File: config.mk
export PLATFORM = sky130hd
export DESIGN_NAME = muldiv_seq
export DESIGN_NICKNAME = d
export VERILOG_FILES = /design/src/rtl/muldiv_seq.sv
export SDC_FILE = /design/constraint.sdc
export NUM_CORES = 1
export LEC_CHECK = 0
export CAP_MARGIN = 15
export CORE_MARGIN = 4
export CORE_UTILIZATION = 59
export DETAILED_ROUTE_END_ITERATION = 8
export PLACE_DENSITY = 0.89
export SYNTH_ARGS = -nofsm -noshare
export SYNTH_HDL_FRONTEND = slang
export SYNTH_SLANG_ARGS = --single-unit
export TNS_END_PERCENT = 1
File: constraint.sdc
create_clock -name clk -period 5.87 [get_ports clk]
set_input_delay 1.761 -clock clk [delete_from_list [all_inputs] [get_ports clk]]
set_output_delay 1.761 -clock clk [all_outputs]
set_load 0.01 [all_outputs]
File: src/rtl/muldiv_seq.sv
// Iterative signed/unsigned multiply and restoring divide for the HI/LO unit.
// One shared add/sub path is reused for every iteration; sign fix-up happens in a final cycle.
module muldiv_seq #(
    parameter int WIDTH = 32,
    parameter int CNT_W = 6
) (
    input  logic             clk,
    input  logic             rst,
    input  logic             start,
    input  logic [1:0]       op,
    input  logic [WIDTH-1:0] a,
    input  logic [WIDTH-1:0] b,
    output logic             busy,
    output logic             done,
    output logic [WIDTH-1:0] hi,
    output logic [WIDTH-1:0] lo,
    output logic             div_by_zero,
    output logic             ovf
);

    typedef enum logic [1:0] {IDLE, CALC, FIX, DONE} state_t;

    localparam logic [WIDTH-1:0] MIN_NEG = {1'b1, {(WIDTH-1){1'b0}}};

    state_t               state_reg;
    logic [CNT_W-1:0]     cnt_reg;
    logic                 is_div_reg;
    logic                 psign_reg;
    logic                 rsign_reg;
    logic [WIDTH-1:0]     mcand_reg;
    logic [2*WIDTH-1:0]   acc_reg;
    logic                 busy_reg;
    logic                 done_reg;
    logic                 dbz_reg;
    logic                 ovf_reg;
    logic [WIDTH-1:0]     hi_reg;
    logic [WIDTH-1:0]     lo_reg;

    logic                 accept;
    logic                 signed_op;
    logic [WIDTH-1:0]     a_mag;
    logic [WIDTH-1:0]     b_mag;
    logic                 in_dbz;
    logic                 in_ovf;

    logic                 c0;
    logic [WIDTH+1:0]     add_x;
    logic [WIDTH+1:0]     add_y;
    logic [WIDTH+1:0]     add_sum;
    logic [2*WIDTH-1:0]   acc_next;

    logic [2*WIDTH-1:0]   prod_fix;
    logic [WIDTH-1:0]     quo_fix;
    logic [WIDTH-1:0]     rem_fix;
    logic [WIDTH-1:0]     fix_hi;
    logic [WIDTH-1:0]     fix_lo;

    always_comb begin
        accept    = start && (state_reg == IDLE || state_reg == DONE);
        signed_op = ~op[0];
        a_mag     = (signed_op && a[WIDTH-1]) ? -a : a;
        b_mag     = (signed_op && b[WIDTH-1]) ? -b : b;
        in_dbz    = op[1] && (b == '0);
        in_ovf    = (op == 2'b10) && (a == MIN_NEG) && (b == '1);
    end

    // Two guard bits: divide needs the shifted-in remainder bit plus a borrow bit,
    // multiply needs the carry out of the upper half.
    always_comb begin
        c0      = is_div_reg;
        add_x   = is_div_reg ? {1'b0, acc_reg[2*WIDTH-1:WIDTH-1]}
                             : {2'b00, acc_reg[2*WIDTH-1:WIDTH]};
        add_y   = {2'b00, mcand_reg};
        add_sum = add_x + (add_y ^ {(WIDTH+2){c0}}) + {{(WIDTH+1){1'b0}}, c0};
        if (is_div_reg) begin
            if (!add_sum[WIDTH+1])
                acc_next = {add_sum[WIDTH-1:0], acc_reg[WIDTH-2:0], 1'b1};
            else
                acc_next = {acc_reg[2*WIDTH-2:WIDTH-1], acc_reg[WIDTH-2:0], 1'b0};
        end else if (acc_reg[0]) begin
            acc_next = {add_sum[WIDTH:0], acc_reg[WIDTH-1:1]};
        end else begin
            acc_next = {1'b0, acc_reg[2*WIDTH-1:1]};
        end
    end

    always_comb begin
        prod_fix = psign_reg ? -acc_reg : acc_reg;
        quo_fix  = psign_reg ? -acc_reg[WIDTH-1:0] : acc_reg[WIDTH-1:0];
        rem_fix  = rsign_reg ? -acc_reg[2*WIDTH-1:WIDTH] : acc_reg[2*WIDTH-1:WIDTH];
        fix_hi   = is_div_reg ? rem_fix : prod_fix[2*WIDTH-1:WIDTH];
        fix_lo   = is_div_reg ? quo_fix : prod_fix[WIDTH-1:0];
    end

    always_ff @(posedge clk) begin
        if (rst) begin
            state_reg  <= IDLE;
            cnt_reg    <= '0;
            is_div_reg <= 1'b0;
            psign_reg  <= 1'b0;
            rsign_reg  <= 1'b0;
            mcand_reg  <= '0;
            acc_reg    <= '0;
            busy_reg   <= 1'b0;
            done_reg   <= 1'b0;
            dbz_reg    <= 1'b0;
            ovf_reg    <= 1'b0;
            hi_reg     <= '0;
            lo_reg     <= '0;
        end else begin
            case (state_reg)
                IDLE, DONE: begin
                    done_reg <= 1'b0;
                    if (accept) begin
                        is_div_reg <= op[1];
                        psign_reg  <= signed_op & (a[WIDTH-1] ^ b[WIDTH-1]);
                        rsign_reg  <= signed_op & a[WIDTH-1];
                        dbz_reg    <= in_dbz;
                        ovf_reg    <= in_ovf;
                        cnt_reg    <= '0;
                        mcand_reg  <= op[1] ? b_mag : a_mag;
                        acc_reg    <= {{WIDTH{1'b0}}, (op[1] ? a_mag : b_mag)};
                        if (in_dbz) begin
                            hi_reg    <= a;
                            lo_reg    <= '1;
                            done_reg  <= 1'b1;
                            state_reg <= DONE;
                        end else begin
                            busy_reg  <= 1'b1;
                            state_reg <= CALC;
                        end
                    end else begin
                        state_reg <= IDLE;
                    end
                end
                CALC: begin
                    acc_reg <= acc_next;
                    cnt_reg <= cnt_reg + CNT_W'(1);
                    if (cnt_reg == CNT_W'(WIDTH-1))
                        state_reg <= FIX;
                end
                FIX: begin
                    hi_reg    <= fix_hi;
                    lo_reg    <= fix_lo;
                    busy_reg  <= 1'b0;
                    done_reg  <= 1'b1;
                    state_reg <= DONE;
                end
                default: state_reg <= IDLE;
            endcase
        end
    end

    assign busy        = busy_reg;
    assign done        = done_reg;
    assign hi          = hi_reg;
    assign lo          = lo_reg;
    assign div_by_zero = dbz_reg;
    assign ovf         = ovf_reg;

endmodule

==> flow_metrics.py <==
metrics = {
    "setup_path": {
        "slowest_stage": "or4_1",
        "worstPathArrival_ns": 5.38,
        "worstPathRequired_ns": 6.22,
        "crit_chain": "clkdlybuf4s50_1, or4_1, and4bb_2, and3_1, nand3_1, nand2_2, buf_4, nor2_1, a311oi_1",
        "path_delay_family": "simple AND/OR/NAND/NOR gates",
        "worst-path-buf-inv": 2,
        "critical-path-max-stage-delay_ns": 0.61,
        "crit_fanout": 42,
        "cp-start-kind": "input port",
        "endpoint_kind": "register",
        "critPathKind": "in -> reg",
    },
    "global_route": {
        "grt_overflow": 0,
        "grt_use_total_pct": 38.1,
        "grt_pass1_wl_um": 80700,
        "grt_pass1_vias": 13800,
        "antenna_found_initial": 1,
        "grt_start_max_net_pins": 82,
        "grt_util_met2_pct": 55.4,
        "grtUsageMet1_pct": 53.7,
        "grt_busiest_layer": "met2",
        "use_met3_pct": 8.56,
    },
    "routing": {
        "antenna_left": 0,
        "first_iter_violations": 2627,
        "drt-total-wl_um": 54000,
        "drc": 0,
        "drt_first_pass_iters": 9,
        "wl_per_cell_um": 23.5,
        "viasPerCell": 6.90,
        "vias": 15900,
    },
    "timing": {
        "finalMaxSlewViolations": 0,
        "clock.fmax_ghz": 0.199,
        "slew_headroom_pct": 24.4,
        "tns_ns": 0,
        "tightestPinTransition_ns": 1.13,
        "post-route-period-util_pct": 85.7,
        "rsz0062_at_grt": "no",
        "min_period_ns": 5.03,
        "setup_ws_ns": 0.839,
        "clock-skew-final_ns": 0.0164,
        "hold_viol": 0,
        "final-setup-viol-count": 0,
    },
    "clock_network": {
        "clock-sinks": 175,
        "clock_path_buffers": 2,
        "post_cts.repair.setup_buffers": 0,
        "root_buffer": "clkbuf_16",
        "htree_levels": 4,
        "clk_latency_ns": 0.46,
        "path_clk_slew_ns": 0.09,
        "cts_made_buffers": 17,
        "cts_tree": "yes",
        "hold_buffers": 0,
        "ctsResizeCount": 0,
    },
    "final_layout": {
        "multi_input_area_um2": 10300,
        "layout-drive-gt1-share_pct": 8.46,
        "nets": 2072,
        "area_growth_pct": 13.0,
        "antenna_cells": 0,
        "largest_register_ff_count": 64,
        "seqCellArea_um2": 3510,
        "stdcell_count": 2299,
        "fillers": 2075,
        "design_area_um2": 16500,
    },
    "placement": {
        "post-place-ws_ns": 0.478,
        "numPortBuffers": 136,
        "dpl_cell_area_um2": 15900,
        "gp_congestion": 1.01,
        "placed_cells": 2267,
        "post-dp-hpwl_um": 40600,
    },
    "synth": {
        "syn_inst": 1961,
        "synth-seq-area-share_pct": 24.0,
        "synth.cell_area_um2": 14600,
        "synth_ff_type": "dfxtp_1",
        "yosys.area_share.simple_pct": 22.1,
        "synthXorXnorAreaFrac_pct": 10.5,
        "synthArstFlopShare_pct": 0,
        "synthAdderAreaFrac_pct": 3.56,
        "synth-compound-area-share_pct": 27.4,
        "synthMuxAreaShare_pct": 6.76,
        "ys_ff_latch": 175,
        "synth_top_family_by_area": "compound AO/OA/AOI/OAI gates",
        "syn_nets": 2071,
        "ys_warn_count": 0,
        "synth_edf_count": 0,
        "synth_cell_types": 88,
        "avgSynthCellArea_um2": 7.46,
    },
    "floorplanning": {
        "rows": 57,
        "io-pin-count": 137,
        "coreArea_um2": 24300,
        "die-height_um": 165,
        "dieWidth_um": 165,
        "start_util_pct": 60.1,
        "die-area_um2": 27400,
    },
    "power_and_ir_drop": {
        "power_w": 0.00683,
        "power_density_nw_per_um2": 413,
        "peakVddDrop_mv": 0.377,
        "leakagePower_nw": 6.33,
    },
    "run": {
        "maxCapViolations": 0,
    },
    "run_status": {
        "status": "finished, final reports clean",
    },
    "hold_path": {
        "hold_class": "reg -> reg",
    },
}
[where the power goes]
group          leakage, nW  total, W  switching [W]  internal, W
logic                 4.60   0.00368        0.00232      0.00136
registers             1.43   0.00192       0.000442      0.00148
clock network        0.307   0.00123       0.000632     0.000600
[metal layers]
metal | up-vias | routed length [µm] | share of wire (%)
met5 | - | 11 | 0.020
met1 | 7370 | 21500 | 40
met4 | 2 | 2780 | 5.1
met2 | 1122 | 22600 | 42
met3 | 181 | 7180 | 13
li1 | 7194 | - | -
[stage by stage]
stage	util, %	hold WS [ns]
6_report	68.0	0.454
4_1_cts	68.0	0.456
3_5_place_dp	65.4	0.445
5_1_grt	68.0	0.474
2_1_floorplan	-	0.443
3_3_place_gp	65.4	0.439
[synth_stat cells, types with 38 or more instances]
cell type / instances / area share [%]
nand2_1: 187 / 4.8
a211oi_1: 71 / 3.6
nor3_1: 55 / 1.9
o21ai_0: 110 / 3.8
mux2i_1: 38 / 2.6
nand3_1: 42 / 1.4
dfxtp_1: 175 / 24
mux2_2: 53 / 4.1
xor2_1: 101 / 6.0
clkbuf_1: 144 / 3.7
a21oi_1: 131 / 4.5
xnor2_1: 74 / 4.4
nor2_1: 212 / 5.4
ha_1: 40 / 3.4
[worst reg2reg max path, delay by kind of cell, from the launching register on]
family | cells | cell delay (ns)
compound gates | 5 | 2.08
fa+ha+maj | 1 | 0.41
buf+inv | 1 | 0.55
flops | 1 | 0.91
mux | 1 | 0.39
simple gates | 2 | 0.44
[placed cells by master (no fill, tap or decap), types with 19 or more instances in the layout]
cell             instances
nor3_1                  55
a311oi_1                26
a21oi_1                131
nor2_1                 212
nand2_1                185
xnor2_1                 74
nand4_1                 30
o21ai_0                109
a211oi_1                71
buf_4                   28
o211ai_1                29
a31oi_1                 24
xor2_1                 101
o22ai_1                 22
mux2_2                  53
ha_1                    38
o31ai_1                 36
clkdlybuf4s50_1        134
nand3_1                 42
or3_1                   19
inv_1                   31
mux2i_1                 38
dfxtp_1                174
[cell families after synthesis]
family,Yosys count
buffers and inverters,214
XOR/XNOR,175
multiplexers,92
adder cells (fa/ha/maj),41
AND/OR/NAND/NOR,672
flip-flops,175
AO/OA/AOI/OAI,592
[final timing paths]
check / cells past startpoint / slack (ns) / start / end
worst min-delay path: 2 / 0.45 / hi[25] / hi[25]
worst max register to register: 10 / 0.96 / c0 / acc_reg[62]
worst max-delay path: 9 / 0.84 / b[13] / lo[14]
worst min register to register: 2 / 0.45 / hi[25] / hi[25]
[final cells by class]
cell class	instances	area share (%)
tap	324	2.45
clock inverter	15	1.28
sequential	175	21.2
multi-input combinational	1572	62.3
inverter	33	0.749
timing repair buffer	163	9.41
clock buffer	17	2.57
(Power assumes the default switching activity.)
